### src/rtl/puzzle_pkg.sv
// puzzle_pkg: shared encodings, constants and move helpers for the 15-puzzle board engine
package puzzle_pkg;
    typedef enum logic [1:0] {IDLE, MOVE, SHUFFLE} state_t;
    localparam logic [1:0] DIR_UP    = 2'd0;
    localparam logic [1:0] DIR_DOWN  = 2'd1;
    localparam logic [1:0] DIR_LEFT  = 2'd2;
    localparam logic [1:0] DIR_RIGHT = 2'd3;
    localparam logic [63:0] SOLVED_BOARD = 64'h0FED_CBA9_8765_4321;
    localparam logic [15:0] LFSR_SEED = 16'hACE1;
    // Fibonacci taps 16,14,13,11 expressed as bit positions 15,13,12,10
    localparam logic [15:0] LFSR_TAPS = 16'hB400;
    function automatic logic is_legal(input logic [3:0] b, input logic [1:0] d);
        return d == DIR_UP ? b >= 4'd4 : d == DIR_DOWN ? b < 4'd12 :
               d == DIR_LEFT ? b[1:0] != 2'd0 : b[1:0] != 2'd3;
    endfunction
    function automatic logic [3:0] neighbour(input logic [3:0] b, input logic [1:0] d);
        return d == DIR_UP ? b - 4'd4 : d == DIR_DOWN ? b + 4'd4 :
               d == DIR_LEFT ? b - 4'd1 : b + 4'd1;
    endfunction
endpackage

### src/rtl/puzzle_board_lfsr16.sv
// lfsr16: free-running 16-bit Fibonacci LFSR used as the shuffle direction source
//   clk  : pixel-domain clock
//   rst  : asynchronous active-low reset, loads the non-zero seed
//   q    : current LFSR state
module lfsr16
    import puzzle_pkg::*;
(
    input  logic        clk,
    input  logic        rst,
    output logic [15:0] q
);
    always_ff @(posedge clk or negedge rst) begin
        if (!rst) q <= LFSR_SEED;
        else      q <= {q[14:0], ^(q & LFSR_TAPS)};
    end
endmodule

### src/rtl/puzzle_board.sv
// puzzle_board: 15-puzzle board state with handshaked blank moves, LFSR shuffle and solved flag
//   clk, rst          : pixel clock, asynchronous active-low reset
//   move_valid/_dir   : blank-move request (0 up, 1 down, 2 left, 3 right)
//   move_ready        : request accepted this cycle when high with move_valid
//   shuffle_start     : begin a SHUFFLE_MOVES-long random shuffle (IDLE only)
//   board, pos[16]    : 16 nibbles row-major, 0 = blank; pos is the per-cell view for the VGA path
//   blank_pos, solved : blank index, board equals solved pattern
//   move_err          : one-cycle pulse after an illegal user move
//   move_count        : saturating legal user move count
//   busy              : shuffle in progress
module puzzle_board
    import puzzle_pkg::*;
#(
    parameter int SHUFFLE_MOVES = 200
) (
    input  logic        clk,
    input  logic        rst,
    input  logic        move_valid,
    input  logic [1:0]  move_dir,
    output logic        move_ready,
    input  logic        shuffle_start,
    output logic [63:0] board,
    output logic [3:0]  pos [16],
    output logic [3:0]  blank_pos,
    output logic        solved,
    output logic        move_err,
    output logic [9:0]  move_count,
    output logic        busy
);
    state_t      state;
    logic [15:0] lfsr;
    logic [15:0] remaining;
    logic [1:0]  dir;
    logic [1:0]  cur_dir;
    logic        legal;
    logic [3:0]  nbr;
    logic [63:0] swapped;

    lfsr16 u_lfsr (.clk(clk), .rst(rst), .q(lfsr));

    for (genvar k = 0; k < 16; k++) begin : g_pos
        assign pos[k] = board[4*k+3:4*k];
    end

    assign move_ready = (state == IDLE) && !shuffle_start;

    // Shuffle takes its direction straight from the LFSR; user moves use the latched request
    always_comb begin
        cur_dir = state == SHUFFLE ? lfsr[1:0] : dir;
        legal   = is_legal(blank_pos, cur_dir);
        nbr     = neighbour(blank_pos, cur_dir);
        swapped = board;
        swapped[4*blank_pos +: 4] = board[4*nbr +: 4];
        swapped[4*nbr +: 4]       = 4'h0;
    end

    always_ff @(posedge clk or negedge rst) begin
        if (!rst) begin
            state      <= IDLE;
            board      <= SOLVED_BOARD;
            blank_pos  <= 4'd15;
            solved     <= 1'b1;
            move_err   <= 1'b0;
            move_count <= 10'd0;
            busy       <= 1'b0;
            remaining  <= 16'd0;
            dir        <= DIR_UP;
        end else begin
            move_err <= 1'b0;
            case (state)
                IDLE: begin
                    if (shuffle_start) begin
                        state      <= SHUFFLE;
                        busy       <= 1'b1;
                        remaining  <= 16'(SHUFFLE_MOVES);
                        move_count <= 10'd0;
                    end else if (move_valid) begin
                        dir   <= move_dir;
                        state <= MOVE;
                    end
                end
                MOVE: begin
                    state <= IDLE;
                    if (legal) begin
                        board      <= swapped;
                        blank_pos  <= nbr;
                        solved     <= swapped == SOLVED_BOARD;
                        move_count <= move_count + 10'(move_count != 10'd1023);
                    end else begin
                        move_err <= 1'b1;
                    end
                end
                SHUFFLE: begin
                    // Illegal draws cost a cycle but do not consume a move
                    if (legal) begin
                        board     <= swapped;
                        blank_pos <= nbr;
                        solved    <= swapped == SOLVED_BOARD;
                        remaining <= remaining - 16'd1;
                        if (remaining == 16'd1) begin
                            state <= IDLE;
                            busy  <= 1'b0;
                        end
                    end
                end
                default: state <= IDLE;
            endcase
        end
    end
endmodule

### config.mk
export PLATFORM = sky130hd
export DESIGN_NAME = puzzle_board
export DESIGN_NICKNAME = d
export VERILOG_FILES = /design/src/rtl/puzzle_pkg.sv /design/src/rtl/puzzle_board_lfsr16.sv /design/src/rtl/puzzle_board.sv
export SDC_FILE = /design/constraint.sdc
export NUM_CORES = 1
export LEC_CHECK = 0
export BUFFER_PORTS_ARGS = -buffer_cell sky130_fd_sc_hd__buf_2
export CAP_MARGIN = 5
export CORE_ASPECT_RATIO = 2
export CORE_MARGIN = 2
export CORE_UTILIZATION = 55
export DETAILED_ROUTE_END_ITERATION = 8
export PLACE_DENSITY = 0.79
export SLEW_MARGIN = 20
export SYNTH_ARGS = -nofsm -noshare
export SYNTH_HDL_FRONTEND = slang
export SYNTH_SLANG_ARGS = --single-unit
### constraint.sdc
create_clock -name clk -period 6.6 [get_ports clk]
set_clock_uncertainty 0.05 [all_clocks]
set_input_delay 1.32 -clock clk [delete_from_list [all_inputs] [get_ports clk]]
set_output_delay 1.32 -clock clk [all_outputs]
set_load 0.01 [all_outputs]
== After elaboration in Yosys (flattened, before gate mapping) ==
Cells that the tools add are included.

* Register bits after elaboration: 117
* Input port bits: 6
* Output and inout bits: 146
* Logic and storage cells: 80

* Add/sub/neg operators: 8
* $lt $le $gt $ge: 2
* Eq/ne operators: 13
* Shift-type cells: 5
* Muxes and demuxes: 26
* Bitwise gates (word level): 1
* Reductions and logical operators: 15

{| class="wikitable"
|+ Operators with widths
! kind !! number
|-
| bitwise mux 64 bit || 2
|-
| variable shift 4 x 34 -> 64 bit (first input constant) || 2
|-
| negation 6 -> 34 bit || 2
|-
| equality test 64 x 60 -> 1 bit (second input constant) || 1
|-
| indexed part select 4 x 34 -> 64 bit || 1
|-
| indexed part select 4 x 34 -> 64 bit (first input constant) || 1
|-
| indexed part select 64 x 7 -> 4 bit || 1
|-
| two-way mux 16 bit || 2
|-
| one-hot mux 16 bit (2 select lines) || 1
|-
| two-way mux 10 bit || 2
|-
| one-hot mux 10 bit (2 select lines) || 1
|-
| equality test 16 x 1 -> 1 bit (second input constant) || 1
|-
| XOR reduction 16 bit || 1
|-
| subtractor 16 x 1 -> 16 bit (second input constant) || 1
|-
| two-way mux 4 bit || 3
|-
| AND reduction 3 bit || 4
|-
| adder 10 x 1 -> 10 bit || 1
|-
| two-way mux 2 bit || 5
|-
| inequality test 10 bit (second input constant) || 1
|-
| two-way mux 1 bit || 8
|-
| inequality test 2 bit (second input constant) || 4
|-
| nonzero test 2 bit || 3
|-
| adder 4 x 1 -> 4 bit (second input constant) || 1
|-
| adder 4 x 3 -> 4 bit (second input constant) || 1
|-
| 17 further kinds || 20
|}

== Longest topological paths before layout ==
* Depth in word-level cells: 11
* Gate-level depth with buffers: 24
* Depth with buffers taken out: 19

== By module ==
A second synthesis with hierarchy kept.

* Cell total of the unflattened synthesis: 848
* Area total of the unflattened synthesis: 7953.9 µm²

{| class="wikitable"
|+ By module, submodules not included
! module !! times used !! cells an instance !! area each (µm²) !! seq. area each (µm²)
|-
| puzzle_board || 1 || 829 || 7517.2 || 2573.7
|-
| lfsr16 || 1 || 19 || 436.7 || 410.4
|}

== Worst setup path before layout ==
No wires, ideal clock.

* Path kind: register -> register
* Start: register state[0]
* End: register solved
* Setup time: 0.086 ns
* Arrival: 5.231 ns
* Required time: 6.464 ns
* Slack: 1.233 ns
* Cell stages (with the launch flop): 24
* Buffers on the path: 8
* Period minus slack after synthesis: 5.367 ns
* Path through: dfrtp_1 inv_1 ha_1 mux2_2 buf_2 buf_2 buf_1 buf_2 nand2_1 xnor2_1 ha_1 clkbuf_1 buf_2 buf_1 a21oi_1 ha_1 clkbuf_1 nor2b_1 mux2i_1 o221a_1 or4b_1 nor4_2 nand4_1 o31ai_2

* Cells in the longest elaborated chain, start to end: 11
* Elaborated cells on any way between the ends: 22
* Those cells by class: add/sub (1); eq/ne (5); shift (4); mux (9); reduce/logical (3)

{| class="wikitable"
|+ Ends and longest elaborated chain
! what !! line !! source
|-
| from (decl) || puzzle_board.sv:30 || <nowiki>state_t state;</nowiki>
|-
| from (signal assigned) || puzzle_board.sv:59 || <nowiki>state <= IDLE;</nowiki>
|-
| from (signal assigned) || puzzle_board.sv:73 || <nowiki>state <= SHUFFLE;</nowiki>
|-
| from (signal assigned) || puzzle_board.sv:79 || <nowiki>state <= MOVE;</nowiki>
|-
| equality test 2 bit || puzzle_board.sv:49, puzzle_board.sv:70 ||
|-
| two-way mux 2 bit || puzzle_board.sv:49 || <nowiki>cur_dir = state == SHUFFLE ? lfsr[1:0] : dir;</nowiki>
|-
| equality test 2 bit || puzzle_pkg.sv:14, puzzle_pkg.sv:18 ||
|-
| two-way mux 4 bit || puzzle_pkg.sv:18 || <nowiki>d == DIR_LEFT ? b - 4'd1 : b + 4'd1;</nowiki>
|-
| two-way mux 4 bit (2 in series) || puzzle_pkg.sv:17 || <nowiki>return d == DIR_UP ? b - 4'd4 : d == DIR_DOWN ? b + 4'd4 :</nowiki>
|-
| indexed part select 64 x 7 -> 4 bit || puzzle_board.sv:53 || <nowiki>swapped[4*blank_pos +: 4] = board[4*nbr +: 4];</nowiki>
|-
| indexed part select 4 x 34 -> 64 bit || puzzle_board.sv:53 ||
|-
| bitwise mux 64 bit || puzzle_board.sv:53 ||
|-
| bitwise mux 64 bit || puzzle_board.sv:54 || <nowiki>swapped[4*nbr +: 4] = 4'h0;</nowiki>
|-
| equality test 64 x 60 -> 1 bit || puzzle_board.sv:87, puzzle_board.sv:98 ||
|-
| to (signal assigned) || puzzle_board.sv:62 || <nowiki>solved <= 1'b1;</nowiki>
|-
| to (signal assigned) || puzzle_board.sv:87 || <nowiki>solved <= swapped == SOLVED_BOARD;</nowiki>
|-
| to (signal assigned) || puzzle_board.sv:98 || <nowiki>solved <= swapped == SOLVED_BOARD;</nowiki>
|-
| to (decl) || puzzle_board.sv:25 || <nowiki>output logic solved,</nowiki>
|}

Parallel ways exist; a longest one is shown, timed or not.
A chain may end at the register's enable or synchronous reset.

== Worst setup path after layout ==
Ends and elaborated chain as after synthesis.

==> impl_metrics.tcl <==
set metrics [dict create \
    yosysTopAreaCellShare 0.2213 \
    slew_headroom 0.1901 \
    wl_per_cell_um 26.81 \
    required_ps 6900 \
    globalplace.congestion 1.114 \
    post-dp-hpwl_um 23440 \
    synth-seq-area-share 0.3665 \
    slew_viol_final 0 \
    clk_pin_slew_ps 60 \
    cp_cell_sequence "inv_1, ha_1, mux2i_4, nand2_1, xnor2_1, ha_1, or2_2, nor3_1, nor4_1, a31oi_1, mux2i_4, o221a_1, or4b_1, nor4_2, nand4_1, o31ai_2" \
    crit_arrival_ps 6040 \
    drc_errors 0 \
    overflow 0 \
    yosysWarnings 0 \
    end_kind "flop" \
    fp.dieH_um 176.1 \
    yosys-top-cells-area "dfrtp_1 22%, dfstp_2 15%, buf_4 6.1%, a22o_1 4.5%, nor2_1 4.4%" \
    synth_ff_type "dfrtp_1" \
    viasPerCell 6.642 \
    utilization 0.6343 \
    async_reset_ff_frac 1.000 \
    start_util 0.5643 \
    die_w_um 90.03 \
    synthTopCellsByCount "95 x nor2_1, 72 x dfrtp_1, 70 x nor3_1" \
    ctsResizeCount 0 \
    grt_max_degree 78 \
    syn2layout_area_growth_pct 12.42 \
    coreArea_mm2 0.01443 \
    clk_latency_ps 430 \
    setup_violations 0 \
    antenna_found_initial 1 \
    synth-edff-count 0 \
    period_needed_ps 5735 \
    critical_path_class "reg2reg" \
    grt_usage 0.4070 \
    drive_gt1_frac 0.2757 \
    postCtsHoldBufs 0 \
    synth_fp_nets 933 \
    grt_pass1_wl_um 47920 \
    hold_viol 0 \
    regArea_mm2 0.002984 \
    io_pins 152 \
    ant_nets 0 \
    cap_violations 0 \
    syn_inst 912 \
    synth.avg_cell_area_um2 8.927 \
    setup-tns-final_ps 0 \
    crit_fanout 16 \
    worstHoldPathType "reg2reg" \
    cpPeakStageDelay_ps 790 \
    cts_buffers 17 \
    drt-total-wl_um 31990 \
    cts_sinks 117 \
    grt_pass1_vias 7772 \
    worstMarginPinSlew_ps 1198 \
    io_buffer_count 151 \
    cts_root_buf "clkbuf_16" \
    first_iter_violations 697 \
    status "finished, final reports clean" \
    multi_input_area_mm2 0.004395 \
    cts_tree "built" \
    htreeDepth 4 \
    synth_area_leader_cell "dfrtp_1" \
    fillers 1283 \
    rows 62 \
    clk_path_buf_depth 2 \
    yosysMostFrequentCell "nor2_1" \
    critPathSlowestCell "ha_1" \
    synth_cell_types 76 \
    placed_area_mm2 0.008582 \
    vias 7924 \
    cts_setup_buffers 0 \
    start_kind "flop" \
    ys_ff_latch 117 \
    fin_crit_sh 0.8690 \
    syn_area_mm2 0.008142 \
    rsz0062_at_grt "no" \
    fin_area_mm2 0.009153 \
    clock.fmax_ghz 0.1744 \
    dieArea_mm2 0.01585 \
    antenna_cells 0 \
    nets 1009 \
    dr.pass1.iters 8 \
]
## per-stage QoR
stage                     hold slack, ps  setup WS, ps  cells
after floorplan                    281.2          1233    912
after CTS                          298.8         969.2   1193
final                              298.9         864.9   1193
after detailed placement           287.0          1007   1161
after global routing               307.6         509.2   1193
after global placement             287.0          1113   1161
## flip-flops by register name, indices dropped and copies added (netlist names)
name and count:
blank_pos 4, board 64, busy 1, dir 2, move_count 10, move_err 1
remaining 16, solved 1, state 2, u_lfsr.q 16
## cells by family (layout without fill, tap and decap cells)
kind of cell	Yosys count	after routing	synth area share
DFF	117	117	0.3665
and+or+nand+nor	382	382	0.2414
xor gates and xnor gates	31	31	0.03335
AOI/OAI and AO/OA	193	193	0.1754
buffers and inverters	129	218	0.09513
adders and majority gates	15	15	0.02305
muxes	45	45	0.06516
## final timing paths
| kind | from | end | slack (ps) | depth (start not counted) |
|---|---|---|---|---|
| min in group asynchronous | rst | u_lfsr.q[14]$_DFF_PN0_ | 800 | 1 |
| worst max-delay path | state[0]$_DFFE_PN0P_ | solved$_DFFE_PN1P_ | 860 | 16 |
| worst max register to register | state[0]$_DFFE_PN0P_ | solved$_DFFE_PN1P_ | 860 | 16 |
| max in group asynchronous | rst | board[30]$_DFFE_PN0P_ | 4330 | 2 |
| worst min-delay path | u_lfsr.q[3]$_DFF_PN0_ | u_lfsr.q[4]$_DFF_PN0_ | 300 | 0 |
| worst min register to register | u_lfsr.q[3]$_DFF_PN0_ | u_lfsr.q[4]$_DFF_PN0_ | 300 | 0 |
## cells in the final DEF (no fill, tap or decap), types with 16 or more instances in the layout
cell type  instances
o21ai_0           53
nor2b_1           18
dfrtp_1           72
buf_2            150
dfstp_2           45
nor3_1            70
mux2i_1           29
nand2b_1          19
nor2_1            95
nand3_1           20
a22o_1            42
xnor2_1           17
and3_1            16
nor4_1            19
clkbuf_16         17
buf_4             19
nand2_1           57
## per-layer routing
metal  up-vias  routed length (µm)  GRT usage
li1       3465                   -          -
met1      3823               10480     0.4224
met2       480               15380     0.6613
met3       154                2332    0.09048
met4         2                3777     0.4077
met5         -                  17          0
## cell type report
class | count | share of cell area
timing repair buffer | 169 | 0.09761
clock inverter | 15 | 0.01586
tap | 192 | 0.02625
multi-input combinational | 666 | 0.4802
inverter | 17 | 0.007519
sequential | 117 | 0.3260
clock buffer | 17 | 0.04648
## worst max-delay path: cells and delay by family, from the launching register on
kind            cells  cell delay, ps
simple gates        7            1940
fa+ha+maj           2            1300
mux                 2            1020
compound gates      3             730
flops               1             390
xor+xnor            1             140
buf+inv             1              90
Power is left out: the tool's default activity adds up to more than one toggle a clock period on the data nets, which glitch-free logic cannot reach.
